===== src/rtl/mc_control.sv =====
// Multicycle control FSM: sequences fetch/decode/execute/memory/writeback.
// Latency: 3 (beq/j), 4 (R-type/addi/sw), 5 (lw) cycles with memory always ready.
// Backpressure: FETCH, MEMRD and MEMWR hold their request until mem_ready=1.
module mc_control #(
  parameter int CNT_W = 32
) (
  input  logic             clk,
  input  logic             rst_n,
  input  logic [5:0]       opcode,
  input  logic [5:0]       funct,
  input  logic             zero,
  input  logic             mem_ready,
  output logic [2:0]       alu_op,
  output logic             alu_src_a,
  output logic [1:0]       alu_src_b,
  output logic [1:0]       pc_source,
  output logic             pc_write,
  output logic             pc_write_cond,
  output logic             i_or_d,
  output logic             mem_read,
  output logic             mem_write,
  output logic             ir_write,
  output logic             reg_write,
  output logic             reg_dst,
  output logic             mem_to_reg,
  output logic             illegal,
  output logic [CNT_W-1:0] retired
);

  typedef enum logic [3:0] {
    S_FETCH, S_DECODE, S_MEMADR, S_MEMRD, S_MEMWB, S_MEMWR,
    S_EXEC, S_ALUWB, S_ADDIEX, S_ADDIWB, S_BRANCH, S_JUMP
  } state_t;

  localparam logic [2:0] ALU_AND = 3'b000;
  localparam logic [2:0] ALU_OR  = 3'b001;
  localparam logic [2:0] ALU_ADD = 3'b010;
  localparam logic [2:0] ALU_SUB = 3'b110;
  localparam logic [2:0] ALU_SLT = 3'b111;

  localparam logic [5:0] OP_RTYPE = 6'b000000;
  localparam logic [5:0] OP_LW    = 6'b100011;
  localparam logic [5:0] OP_SW    = 6'b101011;
  localparam logic [5:0] OP_ADDI  = 6'b001000;
  localparam logic [5:0] OP_BEQ   = 6'b000100;
  localparam logic [5:0] OP_J     = 6'b000010;

  localparam logic [CNT_W-1:0] CNT_ONE = {{(CNT_W-1){1'b0}}, 1'b1};

  state_t     state;
  logic [2:0] exec_op;
  logic       funct_ok;

  // The branch decision is made in the datapath (pc_write_cond & zero), so the
  // flag is not needed by the sequencer itself.
  logic unused_zero;
  assign unused_zero = zero;

  // R-type funct decode; unsupported funct falls back to ADD and is flagged.
  always_comb begin
    exec_op  = ALU_ADD;
    funct_ok = 1'b1;
    case (funct)
      6'b100000: exec_op = ALU_ADD;
      6'b100010: exec_op = ALU_SUB;
      6'b100100: exec_op = ALU_AND;
      6'b100101: exec_op = ALU_OR;
      6'b101010: exec_op = ALU_SLT;
      default:   funct_ok = 1'b0;
    endcase
  end

  // State sequencing, registered illegal pulse and retired-instruction count.
  always_ff @(posedge clk) begin
    if (!rst_n) begin
      state   <= S_FETCH;
      illegal <= 1'b0;
      retired <= '0;
    end else begin
      illegal <= 1'b0;
      case (state)
        S_FETCH:  if (mem_ready) state <= S_DECODE;
        S_DECODE: begin
          case (opcode)
            OP_LW, OP_SW: state <= S_MEMADR;
            OP_RTYPE:     state <= S_EXEC;
            OP_ADDI:      state <= S_ADDIEX;
            OP_BEQ:       state <= S_BRANCH;
            OP_J:         state <= S_JUMP;
            default: begin
              state   <= S_FETCH;
              illegal <= 1'b1;
            end
          endcase
        end
        S_MEMADR: state <= (opcode == OP_SW) ? S_MEMWR : S_MEMRD;
        S_MEMRD:  if (mem_ready) state <= S_MEMWB;
        S_MEMWR: begin
          if (mem_ready) begin
            state   <= S_FETCH;
            retired <= retired + CNT_ONE;
          end
        end
        S_EXEC: begin
          if (funct_ok) begin
            state <= S_ALUWB;
          end else begin
            state   <= S_FETCH;
            illegal <= 1'b1;
          end
        end
        S_ADDIEX: state <= S_ADDIWB;
        S_MEMWB, S_ALUWB, S_ADDIWB, S_BRANCH, S_JUMP: begin
          state   <= S_FETCH;
          retired <= retired + CNT_ONE;
        end
        default:  state <= S_FETCH;
      endcase
    end
  end

  // Moore output decode from the state register; EXEC alu_op and FETCH
  // ir/pc strobes additionally look at funct and mem_ready.
  always_comb begin
    alu_op        = 3'b000;
    alu_src_a     = 1'b0;
    alu_src_b     = 2'd0;
    pc_source     = 2'd0;
    pc_write      = 1'b0;
    pc_write_cond = 1'b0;
    i_or_d        = 1'b0;
    mem_read      = 1'b0;
    mem_write     = 1'b0;
    ir_write      = 1'b0;
    reg_write     = 1'b0;
    reg_dst       = 1'b0;
    mem_to_reg    = 1'b0;
    case (state)
      S_FETCH: begin
        mem_read  = 1'b1;
        alu_src_b = 2'd1;
        alu_op    = ALU_ADD;
        ir_write  = mem_ready;
        pc_write  = mem_ready;
      end
      S_DECODE: begin
        alu_src_b = 2'd3;
        alu_op    = ALU_ADD;
      end
      S_MEMADR, S_ADDIEX: begin
        alu_src_a = 1'b1;
        alu_src_b = 2'd2;
        alu_op    = ALU_ADD;
      end
      S_MEMRD: begin
        i_or_d   = 1'b1;
        mem_read = 1'b1;
      end
      S_MEMWB: begin
        reg_write  = 1'b1;
        mem_to_reg = 1'b1;
      end
      S_MEMWR: begin
        i_or_d    = 1'b1;
        mem_write = 1'b1;
      end
      S_EXEC: begin
        alu_src_a = 1'b1;
        alu_op    = exec_op;
      end
      S_ALUWB: begin
        reg_write = 1'b1;
        reg_dst   = 1'b1;
      end
      S_ADDIWB: reg_write = 1'b1;
      S_BRANCH: begin
        alu_src_a     = 1'b1;
        alu_op        = ALU_SUB;
        pc_write_cond = 1'b1;
        pc_source     = 2'd1;
      end
      S_JUMP: begin
        pc_write  = 1'b1;
        pc_source = 2'd2;
      end
      default: ;
    endcase
  end

endmodule

===== config.mk =====
export PLATFORM = sky130hd
export DESIGN_NAME = mc_control
export DESIGN_NICKNAME = d
export VERILOG_FILES = /design/src/rtl/mc_control.sv
export SDC_FILE = /design/constraint.sdc
export NUM_CORES = 1
export LEC_CHECK = 0
export CAP_MARGIN = 20
export CORE_ASPECT_RATIO = 0.6
export CORE_MARGIN = 8
export CORE_UTILIZATION = 43
export DETAILED_ROUTE_END_ITERATION = 7
export PLACE_DENSITY = 0.76
export SETUP_SLACK_MARGIN = 0.02
export SLEW_MARGIN = 10
export SYNTH_ARGS = -nofsm -noshare
export SYNTH_HDL_FRONTEND = slang
export SYNTH_SLANG_ARGS = --single-unit
export TNS_END_PERCENT = 1

===== constraint.sdc =====
create_clock -name clk -period 2.1 [get_ports clk]
set_clock_uncertainty 0.15 [all_clocks]
set_input_delay 0.42 -clock clk [delete_from_list [all_inputs] [get_ports clk]]
set_output_delay 0.42 -clock clk [all_outputs]
set_load 0.01 [all_outputs]

Word-level counts from Yosys, hierarchy flattened
Index checks and enable logic that the tools add are counted.
{ "totals": {"register_bits": 37, "input_bits": 16, "out_inout_bits": 50, "word_cells": 70} }
{ "classes": {"n_addsub": 1, "eq_ne": 24, "n_mux": 27, "n_reduce_logical": 15} }
{ "op_table": {"columns": ["operator", "n"], "rows": [
  ["32-bit one-hot mux with 2 select lines", 1],
  ["6-bit equality test, second input constant", 7],
  ["32-bit by 1-bit adder with 32-bit output, second input constant", 1],
  ["32-bit 2-to-1 mux", 1],
  ["4-bit one-hot mux with 7 select lines", 1],
  ["4-bit one-hot mux with 5 select lines", 1],
  ["4-bit by 3-bit equality test with 1-bit output, second input constant", 4],
  ["4-bit equality test, second input constant", 4],
  ["1-bit 2-to-1 mux", 12],
  ["4-bit 2-to-1 mux", 3],
  ["3-bit one-hot mux with 4 select lines", 1],
  ["5-bit OR reduction", 2],
  ["3-bit one-hot mux with 3 select lines", 1],
  ["4-bit by 2-bit equality test with 1-bit output, second input constant", 2],
  ["2-bit OR reduction", 4],
  ["4-bit OR reduction", 2],
  ["6-bit by 2-bit equality test with 1-bit output, second input constant", 1],
  ["6-bit by 3-bit equality test with 1-bit output, second input constant", 1],
  ["6-bit by 4-bit equality test with 1-bit output, second input constant", 1],
  ["6-bit zero test", 1],
  ["3-bit 2-to-1 mux", 2],
  ["2-bit != test, second input constant", 3],
  ["2-bit one-hot mux with 3 select lines", 1],
  ["6-bit OR reduction", 1],
  ["8 further kinds", 9]
]} }

Depth between registers and ports, before layout
{ "depth": {"depth_word": 5, "depth_mapped": 8, "ltp_nobuf": 5} }

Worst setup path after synthesis
No wires, ideal clock.
{ "synth_path": {"path_type": "input -> register", "from": "input port opcode[0]", "to": "register state[0]", "setup_ns": 0.065, "t_arrival_ns": 1.811, "required_time_ns": 1.885, "path_slack_ns": 0.074, "path_stages": 5, "path_buffers": 0, "path_cell_list": "or4_1 or4b_1 a221oi_1 a21oi_1 nor2_1"} }
{ "synth_via": {"elab_chain_cells": 4, "elab_cells_between_ends": 9, "cone_classes": "eq/ne (5); mux (2); reduce/logical (2)"} }
{ "synth_rtl": {"columns": ["element", "line_no", "rtl"], "rows": [
  ["start: declaration", "9", "input logic [5:0] opcode,"],
  ["6-bit equality test", "84", "case (opcode)"],
  ["2-bit OR reduction", "84", null],
  ["4-bit one-hot mux with 5 select lines (*)", "84", null],
  ["4-bit one-hot mux with 7 select lines (*)", "81", "case (state)"],
  ["end signal: assignment", "96", "S_MEMADR: state <= (opcode == OP_SW) ? S_MEMWR : S_MEMRD;"],
  ["end: declaration", "50", "state_t state;"]
]} }
Mark *: on every way between the ends. The rest lies on a longest branch, timed or not.
A chain may end at the register's enable or synchronous reset.

Worst setup path after layout
{ "layout_path": {"from": "input port opcode[5]", "to": "register state[0]"} }
The elaborated chain is that of the path after synthesis.

==> run metrics <==
wire length of the first global-routing pass=12,700 µm; worst hold slack=338 ps; unrepaired setup endpoints after global routing=true; maximum clock frequency=0.455 GHz; run status=finished, violations left; cell types occupying the most area after synthesis=sky130_fd_sc_hd__dfxtp_1 33%, sky130_fd_sc_hd__a21oi_1 6.3%, sky130_fd_sc_hd__or4_1 6.1%, sky130_fd_sc_hd__o31ai_1 4.4%, sky130_fd_sc_hd__nor2_1 4.0%; endpoint of the lowest-slack register-to-register path=retired[29]$_SDFFE_PN0P_; failing checks=negative setup slack; Worst Path Arrival=2280 ps; part of the Yosys area used for sequential elements=33.2%; adder-cell area share of the yosys netlist=0.561%; power density normalized to cell area=432 nW/µm²; HPWL reported at the end of detailed placement=6160 µm; quantity of I/O buffers inserted on ports=64; Chip Width=109 µm; layout cells sized above 1=30.1%; maximum buffer depth of the clock tree=2; Pleak=1.34 nW; number of buffers inserted during clock tree synthesis=5; most used standard cells in the synthesized netlist=37 x sky130_fd_sc_hd__dfxtp_1, 28 x sky130_fd_sc_hd__a21oi_1, 24 x sky130_fd_sc_hd__nor2_1, 21 x sky130_fd_sc_hd__nand2_1, 18 x sky130_fd_sc_hd__or4_1; routed via count divided by cell count=5.80; CP startpoint kind=input port; diodes inserted=0; DIE AREA=7830 µm²; classification of the worst setup path=input port to flop; worst r2r path cells=6; synthesized instance count=289; num rows=20; hold path start=retired[31]$_SDFFE_PN0P_; complex-gate fraction of the synthesized area=24.7%; path class of the lowest-slack min-delay path=flop to flop; final design utilization=72.0%; share of power burned in combinational logic=13.3%; fraction of synthesized cell area taken by the top area cell type=33.2%; data required time of the worst path=2180 ps; fin nets=424; TritonCTS clock tree=done; chip height=71.8 µm; endpoint kind of the worst setup timing path=flop; largest net degree at the start of global routing=22; number of antenna violations at the first check in global routing=0; Post-synth EDFFs=0; average cell area after synthesis=7.72 µm²; clock tree sinks=37; Hold EP=retired[31]$_SDFFE_PN0P_; number of different library cells in the post-synthesis netlist=48; H-Tree Level Count=2; Clk Latency, worst-skew pair=290 ps; detail-routed net length per standard cell=17.4 µm; core area=5030 µm²; simple-gate portion of the synthesized area=31.7%; number of warnings printed during yosys synthesis=0; starting density of the core=44.4%; initial detailed-routing violation count=215; clock network fraction of total power=41.2%; post-synthesis net count=306; total via count after detailed routing=2,749; worst IR drop on VDD=0.357 mV; final-report hold violation count=0; synthesized flop and latch total=37; total routing usage reported by global routing=20.1%; final count of pins violating max slew=0; share of total power consumed by net switching=23.2%; worst r2r src=retired[11]$_SDFFE_PN0P_; Detailed Routing Iterations Pass 1=5; area added between synthesis and finish=62.3%; count of maximum capacitance violations=0; register-to-register setup slack=30 ps; fraction of synthesized area in multiplexers=1.35%; dominant synthesized flop cell=sky130_fd_sc_hd__dfxtp_1; cell area after placement=3370 µm²; Setup violations, final=3; top fanout value on the critical path=3; xor and xnor area share after synthesis=2.75%; cell at the root of the clock tree=sky130_fd_sc_hd__clkbuf_8; actual slew at the worst max-slew pin=456 ps; dominant cell type by area after synthesis=sky130_fd_sc_hd__dfxtp_1; final cycle utilization of the critical path=105%; number of remaining DRC errors=0; residual antenna-violating net count after detailed routing=0; via count of the first global-routing pass=2,510; total internal power=1.20 mW; total standard cell area after synthesis=2230 µm²; async set or reset register ratio after synthesis=0%; time the final worst path needs with I/O delays and setup=2200 ps; final routed wirelength across all metal layers=8260 µm; worst slew margin relative to its limit=69.5%; Clk pin slew, worst setup/hold paths=80 ps; number of cells on the worst hold path=2; io pins=66; cell area after layout=3620 µm²; dominant combinational cell family by area after synthesis=simple AND/OR/NAND/NOR gates; post-route worst setup slack=-95.6 ps; most common cell in the netlist=sky130_fd_sc_hd__dfxtp_1; Congestion Overflow GR=0; switching pwr=363 µW; sequential fraction of design power=45.5%; final RePlAce weighted congestion=0.978
[kinds of logic after synthesis]
| logic type | count (synthesis) |
|---|---|
| AO/OA/AOI/OAI | 82 |
| XOR/XNOR | 7 |
| adder cells (fa/ha/maj) | 1 |
| buffers and inverters | 31 |
| flip-flops | 37 |
| multiplexers | 3 |
| AND/OR/NAND/NOR | 128 |
[what timing repair did]
action | CTS | global route
pin swaps | 1 | 11
endpoints found under the setup margin | 35 | 29
hold buffers | 0 | 0
resized for setup | 53 | 25
setup buffers | 0 | 1
[cell usage in the layout (no fill, tap or decap), types with 11 or more instances in the layout]
cell type and instances:
sky130_fd_sc_hd__buf_4 66, sky130_fd_sc_hd__clkdlybuf4s50_1 43, sky130_fd_sc_hd__dfxtp_1 33, sky130_fd_sc_hd__nor2_1 24
sky130_fd_sc_hd__a21oi_1 21, sky130_fd_sc_hd__nand2_1 20, sky130_fd_sc_hd__nand3_1 15, sky130_fd_sc_hd__or4_1 14
sky130_fd_sc_hd__nand4_1 13, sky130_fd_sc_hd__o31ai_1 13, sky130_fd_sc_hd__inv_1 11
[power groups by stage]
stage                     logic (mW)  clock network (mW)  registers, mW
after floorplan               0.0731                   0          0.725
after global placement         0.186                   0          0.727
after detailed placement       0.193                   0          0.727
after CTS                      0.200               0.649          0.711
after global routing           0.219               0.681          0.712
final                          0.208               0.645          0.711
[metrics by stage]
| stage | setup slack (ps) | cells | power, mW | TNS [ps] |
|---|---|---|---|---|
| final | -95.6 | 474 | 1.56 | -116 |
| after global routing | -109 | 474 | 1.61 | -682 |
| after CTS | -166 | 473 | 1.56 | -773 |
| after detailed placement | -760 | 465 | 0.920 | -11420 |
| after global placement | -729 | 465 | 0.914 | -10260 |
| after floorplan | 74.4 | 289 | 0.798 | 0 |
[per-layer routing]
metal	share of wire, %	global-route usage (%)
met5	0	0
met4	1.3	5.13
met1	48	27.8
met2	44	30.8
met3	7.0	3.76
[critical path: stages]
cell and delay [ps]:
sky130_fd_sc_hd__clkdlybuf4s50_1 420, sky130_fd_sc_hd__or4_4 550, sky130_fd_sc_hd__or4b_4 500, sky130_fd_sc_hd__a221oi_2 230
sky130_fd_sc_hd__a21oi_1 70, sky130_fd_sc_hd__nor2_1 90
[flip-flops by register name, indices dropped and copies added, names as in the netlist]
signal / count
illegal: 1
retired: 32
state: 4
[worst max path at each step]
stage                          from                    end
after floorplan           opcode[0]  state[0]$_SDFFE_PN0P_
after global placement     funct[1]              alu_op[0]
after detailed placement   funct[1]              alu_op[0]
after CTS                  funct[0]              alu_op[0]
after global routing      opcode[5]  state[0]$_SDFFE_PN0P_
final                     opcode[5]  state[0]$_SDFFE_PN0P_
[final cells by class]
type                            instances  area [µm²]
Multi-Input combinational cell        221        1500
Fill cell                             381        1410
Timing Repair Buffer                  131        1140
Sequential cell                        37         751
Clock buffer                            7        86.3
Tap cell                               66        82.6
Inverter                               11        41.3
Clock inverter                          1        30.0
Power figures use the tool's default switching activity.
